[src/rtl/gfx_scanout_pkg.sv]
// Package: gfx_scanout_pkg
// Shared geometry, types and constants for the scanline store / palette stage.
//  LINE_W    logical pixels per scanline (display width is 2*LINE_W hpos clocks)
//  PIX_BITS  palette index width, RGB_BITS packed {R,G,B} palette entry width
//  BG_INDEX  index written back by clear-on-read so undrawn lines show entry 0
package gfx_scanout_pkg;

  localparam int LINE_W    = 320;
  localparam int PIX_BITS  = 4;
  localparam int RGB_BITS  = 12;
  localparam int DISP_W    = 2 * LINE_W;
  localparam int X_BITS    = 9;
  localparam int HPOS_BITS = 10;
  localparam int PAL_DEPTH = 1 << PIX_BITS;

  localparam logic [X_BITS-1:0]    LINE_W_X  = 9'd320;
  localparam logic [HPOS_BITS-1:0] DISP_W_H  = 10'd640;
  localparam logic [PIX_BITS-1:0]  BG_INDEX  = 4'd0;

  typedef logic [PIX_BITS-1:0] pix_idx_t;
  typedef logic [RGB_BITS-1:0] rgb_t;

  // Sync/blank bundle carried through the output alignment delay.
  typedef struct packed {
    logic hsync;
    logic vsync;
    logic blank;
  } sync_t;

  localparam sync_t SYNC_IDLE = '{hsync: 1'b1, vsync: 1'b1, blank: 1'b1};

endpackage

[src/rtl/gfx_scanout_if.sv]
// Interface: gfx_scanout_if
// Bundles the gfx pixel-write bus, palette-write bus, incoming vga timing and
// the aligned pixel/sync outputs of gfx_scanout.
//  master : the surrounding system (gfx + vga_video + pins)
//  slave  : gfx_scanout
interface gfx_scanout_if;
  import gfx_scanout_pkg::*;

  logic                  scanline_begin_i;
  logic                  pix_we_i;
  logic [X_BITS-1:0]     pix_addr_i;
  pix_idx_t              pix_data_i;
  logic                  pal_we_i;
  pix_idx_t              pal_addr_i;
  rgb_t                  pal_data_i;
  logic [HPOS_BITS-1:0]  video_hpos_i;
  logic                  video_blank_i;
  logic                  video_hsync_i;
  logic                  video_vsync_i;
  rgb_t                  rgb_o;
  logic                  hsync_o;
  logic                  vsync_o;
  logic                  blank_o;

  modport master (
    output scanline_begin_i, pix_we_i, pix_addr_i, pix_data_i,
    output pal_we_i, pal_addr_i, pal_data_i,
    output video_hpos_i, video_blank_i, video_hsync_i, video_vsync_i,
    input  rgb_o, hsync_o, vsync_o, blank_o
  );

  modport slave (
    input  scanline_begin_i, pix_we_i, pix_addr_i, pix_data_i,
    input  pal_we_i, pal_addr_i, pal_data_i,
    input  video_hpos_i, video_blank_i, video_hsync_i, video_vsync_i,
    output rgb_o, hsync_o, vsync_o, blank_o
  );

endinterface

[src/rtl/gfx_scanout_line_ram.sv]
// Module: gfx_scanout_line_ram
// One bank of the scanline store: simple dual-port RAM, one write port and one
// synchronous read port (read-before-write on an address collision). Contents
// are not reset.
//  clk    in  clock
//  we     in  write strobe
//  waddr  in  write pixel x
//  wdata  in  palette index to store
//  raddr  in  read pixel x
//  rdata  out registered read data
module gfx_scanout_line_ram #(
  parameter int DEPTH = 320,
  parameter int AW    = 9,
  parameter int DW    = 4
) (
  input  logic          clk,
  input  logic          we,
  input  logic [AW-1:0] waddr,
  input  logic [DW-1:0] wdata,
  input  logic [AW-1:0] raddr,
  output logic [DW-1:0] rdata
);

  logic [DW-1:0] mem_r [DEPTH];

  // Storage write port.
  always_ff @(posedge clk) begin
    if (we) begin
      mem_r[waddr] <= wdata;
    end
  end

  // Synchronous read port.
  always_ff @(posedge clk) begin
    rdata <= mem_r[raddr];
  end

endmodule

[src/rtl/gfx_scanout.sv]
// Module: gfx_scanout
// Double-buffered scanline store, palette lookup and pixel output. gfx fills
// the write bank with the next line while the display bank is read at vga
// hpos (2x horizontal doubling), looked up in a writable palette and driven
// out with sync/blank aligned to it (2-clock latency hpos -> rgb_o).
//  clk, rst  clock, asynchronous active-high reset
//  bus       gfx_scanout_if.slave: pixel/palette write buses, vga timing in,
//            rgb_o/hsync_o/vsync_o/blank_o out
module gfx_scanout
  import gfx_scanout_pkg::*;
(
  input  logic           clk,
  input  logic           rst,
  gfx_scanout_if.slave   bus
);

  logic              wr_bank_r;
  logic              in_range_s;
  logic              rd_bank_s;
  logic [X_BITS-1:0] rd_x_s;
  logic              pix_ok_s;

  logic              in_range_d1_r;
  logic              odd_d1_r;
  logic [X_BITS-1:0] x_d1_r;
  logic              bank_d1_r;
  sync_t             sync_d1_r;

  pix_idx_t          rdata_s [2];
  pix_idx_t          idx_s;
  logic              clr_s;

  rgb_t              pal_r [PAL_DEPTH];
  rgb_t              rgb_r;
  sync_t             sync_d2_r;

  // Bank select: flip on every scanline start.
  always_ff @(posedge clk or posedge rst) begin
    if (rst) begin
      wr_bank_r <= 1'b0;
    end else if (bus.scanline_begin_i) begin
      wr_bank_r <= ~wr_bank_r;
    end else begin
      wr_bank_r <= wr_bank_r;
    end
  end

  // S0 decode: visibility, read address and gfx write qualification.
  always_comb begin
    in_range_s = !bus.video_blank_i && (bus.video_hpos_i < DISP_W_H);
    rd_bank_s  = ~wr_bank_r;
    pix_ok_s   = bus.pix_we_i && (bus.pix_addr_i < LINE_W_X);
    if (in_range_s) begin
      rd_x_s = bus.video_hpos_i[HPOS_BITS-1:1];
    end else begin
      rd_x_s = {X_BITS{1'b0}};
    end
  end

  // S0 -> S1 pipeline register.
  always_ff @(posedge clk or posedge rst) begin
    if (rst) begin
      in_range_d1_r <= 1'b0;
      odd_d1_r      <= 1'b0;
      x_d1_r        <= {X_BITS{1'b0}};
      bank_d1_r     <= 1'b0;
      sync_d1_r     <= SYNC_IDLE;
    end else begin
      in_range_d1_r <= in_range_s;
      odd_d1_r      <= bus.video_hpos_i[0];
      x_d1_r        <= rd_x_s;
      bank_d1_r     <= rd_bank_s;
      sync_d1_r     <= {bus.video_hsync_i, bus.video_vsync_i, bus.video_blank_i};
    end
  end

  // S1: pick the bank that was read and decide on clear-on-read, which fires
  // on the second pixel of each doubled pair.
  always_comb begin
    if (bank_d1_r) begin
      idx_s = rdata_s[1];
    end else begin
      idx_s = rdata_s[0];
    end
    clr_s = in_range_d1_r && odd_d1_r;
  end

  for (genvar b = 0; b < 2; b++) begin : g_bank
    localparam logic BANK_ID = (b == 1);
    logic              we_s;
    logic [X_BITS-1:0] waddr_s;
    pix_idx_t          wdata_s;

    // Per-bank write arbitration: gfx owns the write bank, clear-on-read the
    // bank just displayed. They only collide in a swap cycle while in range;
    // the new line's gfx data then wins.
    always_comb begin
      if (pix_ok_s && (wr_bank_r == BANK_ID)) begin
        we_s    = 1'b1;
        waddr_s = bus.pix_addr_i;
        wdata_s = bus.pix_data_i;
      end else if (clr_s && (bank_d1_r == BANK_ID)) begin
        we_s    = 1'b1;
        waddr_s = x_d1_r;
        wdata_s = BG_INDEX;
      end else begin
        we_s    = 1'b0;
        waddr_s = {X_BITS{1'b0}};
        wdata_s = BG_INDEX;
      end
    end

    gfx_scanout_line_ram #(
      .DEPTH (LINE_W),
      .AW    (X_BITS),
      .DW    (PIX_BITS)
    ) u_ram (
      .clk   (clk),
      .we    (we_s),
      .waddr (waddr_s),
      .wdata (wdata_s),
      .raddr (rd_x_s),
      .rdata (rdata_s[b])
    );
  end

  // Palette storage; the S2 register below samples the pre-write value.
  always_ff @(posedge clk) begin
    if (bus.pal_we_i) begin
      pal_r[bus.pal_addr_i] <= bus.pal_data_i;
    end
  end

  // S2 output register: colour forced to 0 outside the visible area.
  always_ff @(posedge clk or posedge rst) begin
    if (rst) begin
      rgb_r     <= {RGB_BITS{1'b0}};
      sync_d2_r <= SYNC_IDLE;
    end else begin
      rgb_r     <= in_range_d1_r ? pal_r[idx_s] : {RGB_BITS{1'b0}};
      sync_d2_r <= sync_d1_r;
    end
  end

  assign bus.rgb_o   = rgb_r;
  assign bus.hsync_o = sync_d2_r.hsync;
  assign bus.vsync_o = sync_d2_r.vsync;
  assign bus.blank_o = sync_d2_r.blank;

endmodule

[src/flat_wrapper.sv]
// flat-port wrapper written by rule: the top's interface ports become plain ports
module gfx_scanout_flat import gfx_scanout_pkg::*;
  (clk, rst, bus_scanline_begin_i, bus_pix_we_i, bus_pix_addr_i, bus_pix_data_i, bus_pal_we_i, bus_pal_addr_i, bus_pal_data_i, bus_video_hpos_i, bus_video_blank_i, bus_video_hsync_i, bus_video_vsync_i, bus_rgb_o, bus_hsync_o, bus_vsync_o, bus_blank_o);
  gfx_scanout_if bus_i ();
  input  logic clk;
  input  logic rst;
  input wire logic [$bits(bus_i.scanline_begin_i)-1:0] bus_scanline_begin_i;
  input wire logic [$bits(bus_i.pix_we_i)-1:0] bus_pix_we_i;
  input wire logic [$bits(bus_i.pix_addr_i)-1:0] bus_pix_addr_i;
  input wire logic [$bits(bus_i.pix_data_i)-1:0] bus_pix_data_i;
  input wire logic [$bits(bus_i.pal_we_i)-1:0] bus_pal_we_i;
  input wire logic [$bits(bus_i.pal_addr_i)-1:0] bus_pal_addr_i;
  input wire logic [$bits(bus_i.pal_data_i)-1:0] bus_pal_data_i;
  input wire logic [$bits(bus_i.video_hpos_i)-1:0] bus_video_hpos_i;
  input wire logic [$bits(bus_i.video_blank_i)-1:0] bus_video_blank_i;
  input wire logic [$bits(bus_i.video_hsync_i)-1:0] bus_video_hsync_i;
  input wire logic [$bits(bus_i.video_vsync_i)-1:0] bus_video_vsync_i;
  output wire logic [$bits(bus_i.rgb_o)-1:0] bus_rgb_o;
  output wire logic [$bits(bus_i.hsync_o)-1:0] bus_hsync_o;
  output wire logic [$bits(bus_i.vsync_o)-1:0] bus_vsync_o;
  output wire logic [$bits(bus_i.blank_o)-1:0] bus_blank_o;
  assign bus_i.scanline_begin_i = bus_scanline_begin_i;
  assign bus_i.pix_we_i = bus_pix_we_i;
  assign bus_i.pix_addr_i = bus_pix_addr_i;
  assign bus_i.pix_data_i = bus_pix_data_i;
  assign bus_i.pal_we_i = bus_pal_we_i;
  assign bus_i.pal_addr_i = bus_pal_addr_i;
  assign bus_i.pal_data_i = bus_pal_data_i;
  assign bus_i.video_hpos_i = bus_video_hpos_i;
  assign bus_i.video_blank_i = bus_video_blank_i;
  assign bus_i.video_hsync_i = bus_video_hsync_i;
  assign bus_i.video_vsync_i = bus_video_vsync_i;
  assign bus_rgb_o = bus_i.rgb_o;
  assign bus_hsync_o = bus_i.hsync_o;
  assign bus_vsync_o = bus_i.vsync_o;
  assign bus_blank_o = bus_i.blank_o;
  gfx_scanout u_core (.clk(clk), .rst(rst), .bus(bus_i));
endmodule
[config.mk]
export PLATFORM = sky130hd
export DESIGN_NAME = gfx_scanout_flat
export DESIGN_NICKNAME = d
export VERILOG_FILES = /design/src/rtl/gfx_scanout_pkg.sv /design/src/rtl/gfx_scanout_if.sv /design/src/rtl/gfx_scanout_line_ram.sv /design/src/rtl/gfx_scanout.sv /design/src/flat_wrapper.sv
export SDC_FILE = /design/constraint.sdc
export NUM_CORES = 2
export LEC_CHECK = 0
export CAP_MARGIN = 25
export CORE_MARGIN = 1
export CORE_UTILIZATION = 50
export CTS_BUF_LIST = sky130_fd_sc_hd__clkbuf_2 sky130_fd_sc_hd__clkbuf_4 sky130_fd_sc_hd__clkbuf_8
export CTS_CLUSTER_DIAMETER = 80
export DETAILED_ROUTE_END_ITERATION = 10
export PLACE_DENSITY = 0.68
export SETUP_SLACK_MARGIN = 0.05
export SLEW_MARGIN = 30
export SYNTH_ARGS = -nofsm -noshare
export SYNTH_HDL_FRONTEND = slang
export SYNTH_SLANG_ARGS = --single-unit
[constraint.sdc]
create_clock -name clk -period 5.9 [get_ports clk]
set_input_delay 1.18 -clock clk [delete_from_list [all_inputs] [get_ports clk]]
set_output_delay 1.18 -clock clk [all_outputs]
set_load 0.005 [all_outputs]
==> qor.csv <==
stage,metric,value,unit
power,p_leak,39.9,nW
timing,slew_headroom,0.242,
yosys,synth_edf_count,2752,
yosys,ys_seq_area_frac,0.741,
layout,area_growth,11.9,%
yosys,yosysMostFrequentCell,edfxtp_1,
floorplanning,core_area,0.223,mm²
routing,drt_iter0_markers,12300,
timing,layout_min_cycle_time,5.22,ns
floorplanning,ios,62,
yosys,synthFlopType,edfxtp_1,
setup_path,path_cells,"clkdlybuf4s50_1, o21ai_4, buf_12, nand3_4, buf_12, buf_4, o22ai_1, nor2_1, o31ai_1, o21ai_0, nor4_1, a2111oi_1",
yosys,synth_top_area_cell,edfxtp_1,
grt,grt_pass1_wl,511,mm
cts,cts.sinks,2791,
setup_path,startpoint,bus_video_hpos_i[7],
cts,hold_buffers,0,
setup_path,path_buf_inv,4,
setup_path,rr_startpoint,u_core.bank_d1_r,
grt,grt_max_degree,130,
setup_path,end_kind,flop,
yosys,netlist_area,0.113,mm²
yosys,yosysTopAreaCellShare,0.733,
power,sequentialPowerShare,0.529,
grt,gr-total-overflow,0,
timing,tightest_slew,1.13,ns
routing,viasPerCell,6.71,
yosys,avgSynthCellArea,14.7,µm²
layout,fin_util,0.566,
timing,grt_setup_unrepaired,no,
floorplanning,fp.dieW,477,µm
layout,drive_gt1_frac,0.161,
setup_path,ff2ff_path_depth,6,
floorplanning,dieHeight,477,µm
timing,period_share,0.884,
cts,cts_made_buffers,445,
power,p_int,0.0316,W
cts,cts_tree,yes,
layout,fillers,17200,
run,max_cap_viol_count,0,
setup_path,cp-start-kind,primary input,
setup_path,max_stage_delay,0.80,ns
hold_path,hold_path.class,reg2reg,
routing,routed-via-count,75100,
yosys,ys_async_sr_fraction,0.0111,
timing,whs,0.354,ns
hold_path,hp-start,u_core.sync_d1_r[2],
place,gp_congestion,0.954,
routing,ant_nets,0,
power,swShare,0.249,
floorplanning,row_count,173,
floorplanning,start_util,0.505,
yosys,ys_warn_count,0,
status,status,"complete, no violations",
setup_path,r2r_setup_slack,1.98,ns
setup_path,cp_data_arrival_time,6.18,ns
yosys,yosysUniqueCellTypes,85,
layout,nets,7928,
setup_path,cp.required,6.87,ns
floorplanning,fp.dieArea,0.227,mm²
setup_path,cp.depth,12,
hold_path,hold_path_depth,0,
timing,drv_slew,0,
routing,drcViolationCount,0,
grt,grt_pass1_vias,72100,
yosys,synth_area_leaders,"edfxtp_1, nor2_1, mux2i_1, o21ai_0, mux2_2",
setup_path,critPathMostFrequentCell,buf_12,
yosys,synthTopCellsByCount,"edfxtp_1, nor2_1, o21ai_0, nand2_1, clkbuf_1",
yosys,ys_ff_latch,2791,
cts,clk_path_buf_depth,4,
power,vdd_ir_drop_max,0.000275,V
cts,cts-root-buf,clkbuf_8,
timing,hold_viol,0,
cts,cts_setup_buffers,0,
cts,insertion_delay,1.12,ns
cts,htreeDepth,5,
setup_path,path_delay_family,compound AO/OA/AOI/OAI gates,
power,p_switching,0.0105,W
yosys,syn_inst,7665,
timing,skew,0.0982,ns
timing,fmax,192,MHz
setup_path,crit_slowest_cell,o31ai_1,
power,power-per-cell-area,333,mW/mm²
routing,routed_wirelength,360,mm
yosys,syn-num-nets,7712,
cts,cts_resized,0,
cts,clkTransAtPathRegs,0.06,ns
grt,grt_usage,0.308,
power,pwr-share-comb,0.094,
setup_path,worst-setup-path-type,in2reg,
grt,antenna_found_initial,11,
place,hpwlAfterDp,213,mm
setup_path,cp_max_fo,42,
power,pwr-share-clk,0.377,
timing,finalSetupViolations,0,
routing,dr.pass1.iters,9,
routing,wl_per_cell,32.1,µm
place,port_buffers,61,
-- worst reg2reg max path, stage by stage, from the launching register on --
cell and delay [ns]:
dfrtp_1 0.77, and3_1 0.63, and3_1 0.26, a21oi_1 0.08, nor3b_1 0.43, nand2_1 0.59
nor2_1 0.72
-- registers in the layout (all words and copies together) (netlist names) --
register,cells
u_core.bus.hsync_o,1
u_core.bus.rgb_o,12
u_core.sync_d1_r,3
u_core.in_range_d1_r,1
u_core.wr_bank_r,1
u_core.pal_r,192
u_core.bus.blank_o,1
u_core.g_bank.u_ram.rdata,8
u_core.bank_d1_r,1
u_core.x_d1_r,9
u_core.odd_d1_r,1
u_core.g_bank.u_ram.mem_r,2560
u_core.bus.vsync_o,1
-- power by group through the flow --
stage	logic (W)	registers [W]	clock network, W
5_1_grt	0.00406	0.0223	0.0167
2_1_floorplan	0.00207	0.0228	0
6_report	0.00394	0.0223	0.0159
3_5_place_dp	0.00382	0.0227	0
3_3_place_gp	0.00377	0.0227	0
4_1_cts	0.00383	0.0223	0.0159
-- cell usage in the layout, fill, tap and decap left out, types with 38 or more instances in the layout --
cell / n
nand4_1: 41
clkinv_2: 42
nor2_1: 1074
o211ai_1: 91
mux2i_1: 221
a31oi_1: 59
o31ai_1: 74
nor4_1: 38
or2_2: 38
nand2b_1: 39
clkbuf_4: 142
o22ai_1: 247
clkinv_1: 129
o21ai_0: 341
buf_4: 265
clkbuf_8: 454
buf_12: 59
o221ai_1: 150
mux4_2: 64
nand2_1: 295
a21oi_1: 199
nand3_1: 118
a221oi_1: 39
nor3_1: 221
clkdlybuf4s50_1: 57
edfxtp_1: 2752
mux2_2: 139
or3_1: 52
a211oi_1: 138
-- worst paths after layout --
check / to
worst max-delay path: u_core.g_bank[1].u_ram.rdata[3]
worst min-delay path: u_core.bus.hsync_o
worst max register to register: u_core.g_bank[1].u_ram.mem_r[178][3]
worst min register to register: u_core.bus.hsync_o
max in group asynchronous: u_core.in_range_d1_r
min in group asynchronous: u_core.bus.rgb_o[9]
-- kinds of logic after synthesis --
family	count (synthesis)	share of synthesized area
buf+inv	663	0.0255
flops	2791	0.741
xor+xnor	1	0.0000777
mux	428	0.0466
compound gates	1725	0.107
simple gates	2057	0.0801
-- final cells by class --
type,instances,area [µm²],share of cell area
tap,2975,3720,0.0295
antenna,5,12.5,0.0000991
clock buffer,596,7310,0.0579
sequential,2791,83600,0.662
multi-input combinational,4211,26600,0.211
clock inverter,188,1010,0.00801
timing repair buffer,386,3820,0.0303
inverter,46,193,0.00153
-- metrics by stage --
step	power (W)	setup TNS, ns	instance area, µm²	worst slack, ns	std cells
floorplan	0.0248	-1315.22	113000	-1.03	7665
CTS	0.0420	0	126000	1.10	11200
detailed placement	0.0265	-0.0419	118000	-0.0419	10400
global route	0.0430	0	126000	0.767	11200
finish	0.0421	0	126000	0.684	11200
global placement	0.0264	-0.0885	118000	-0.0885	10400
-- per-layer routing --
layer	vias to the layer above	track usage	share of wire
li1	30700	-	-
met2	6072	0.456	0.44
met5	-	0	0.000092
met3	1135	0.0820	0.14
met4	4	0.162	0.059
met1	37200	0.419	0.36
(Power assumes the default switching activity.)
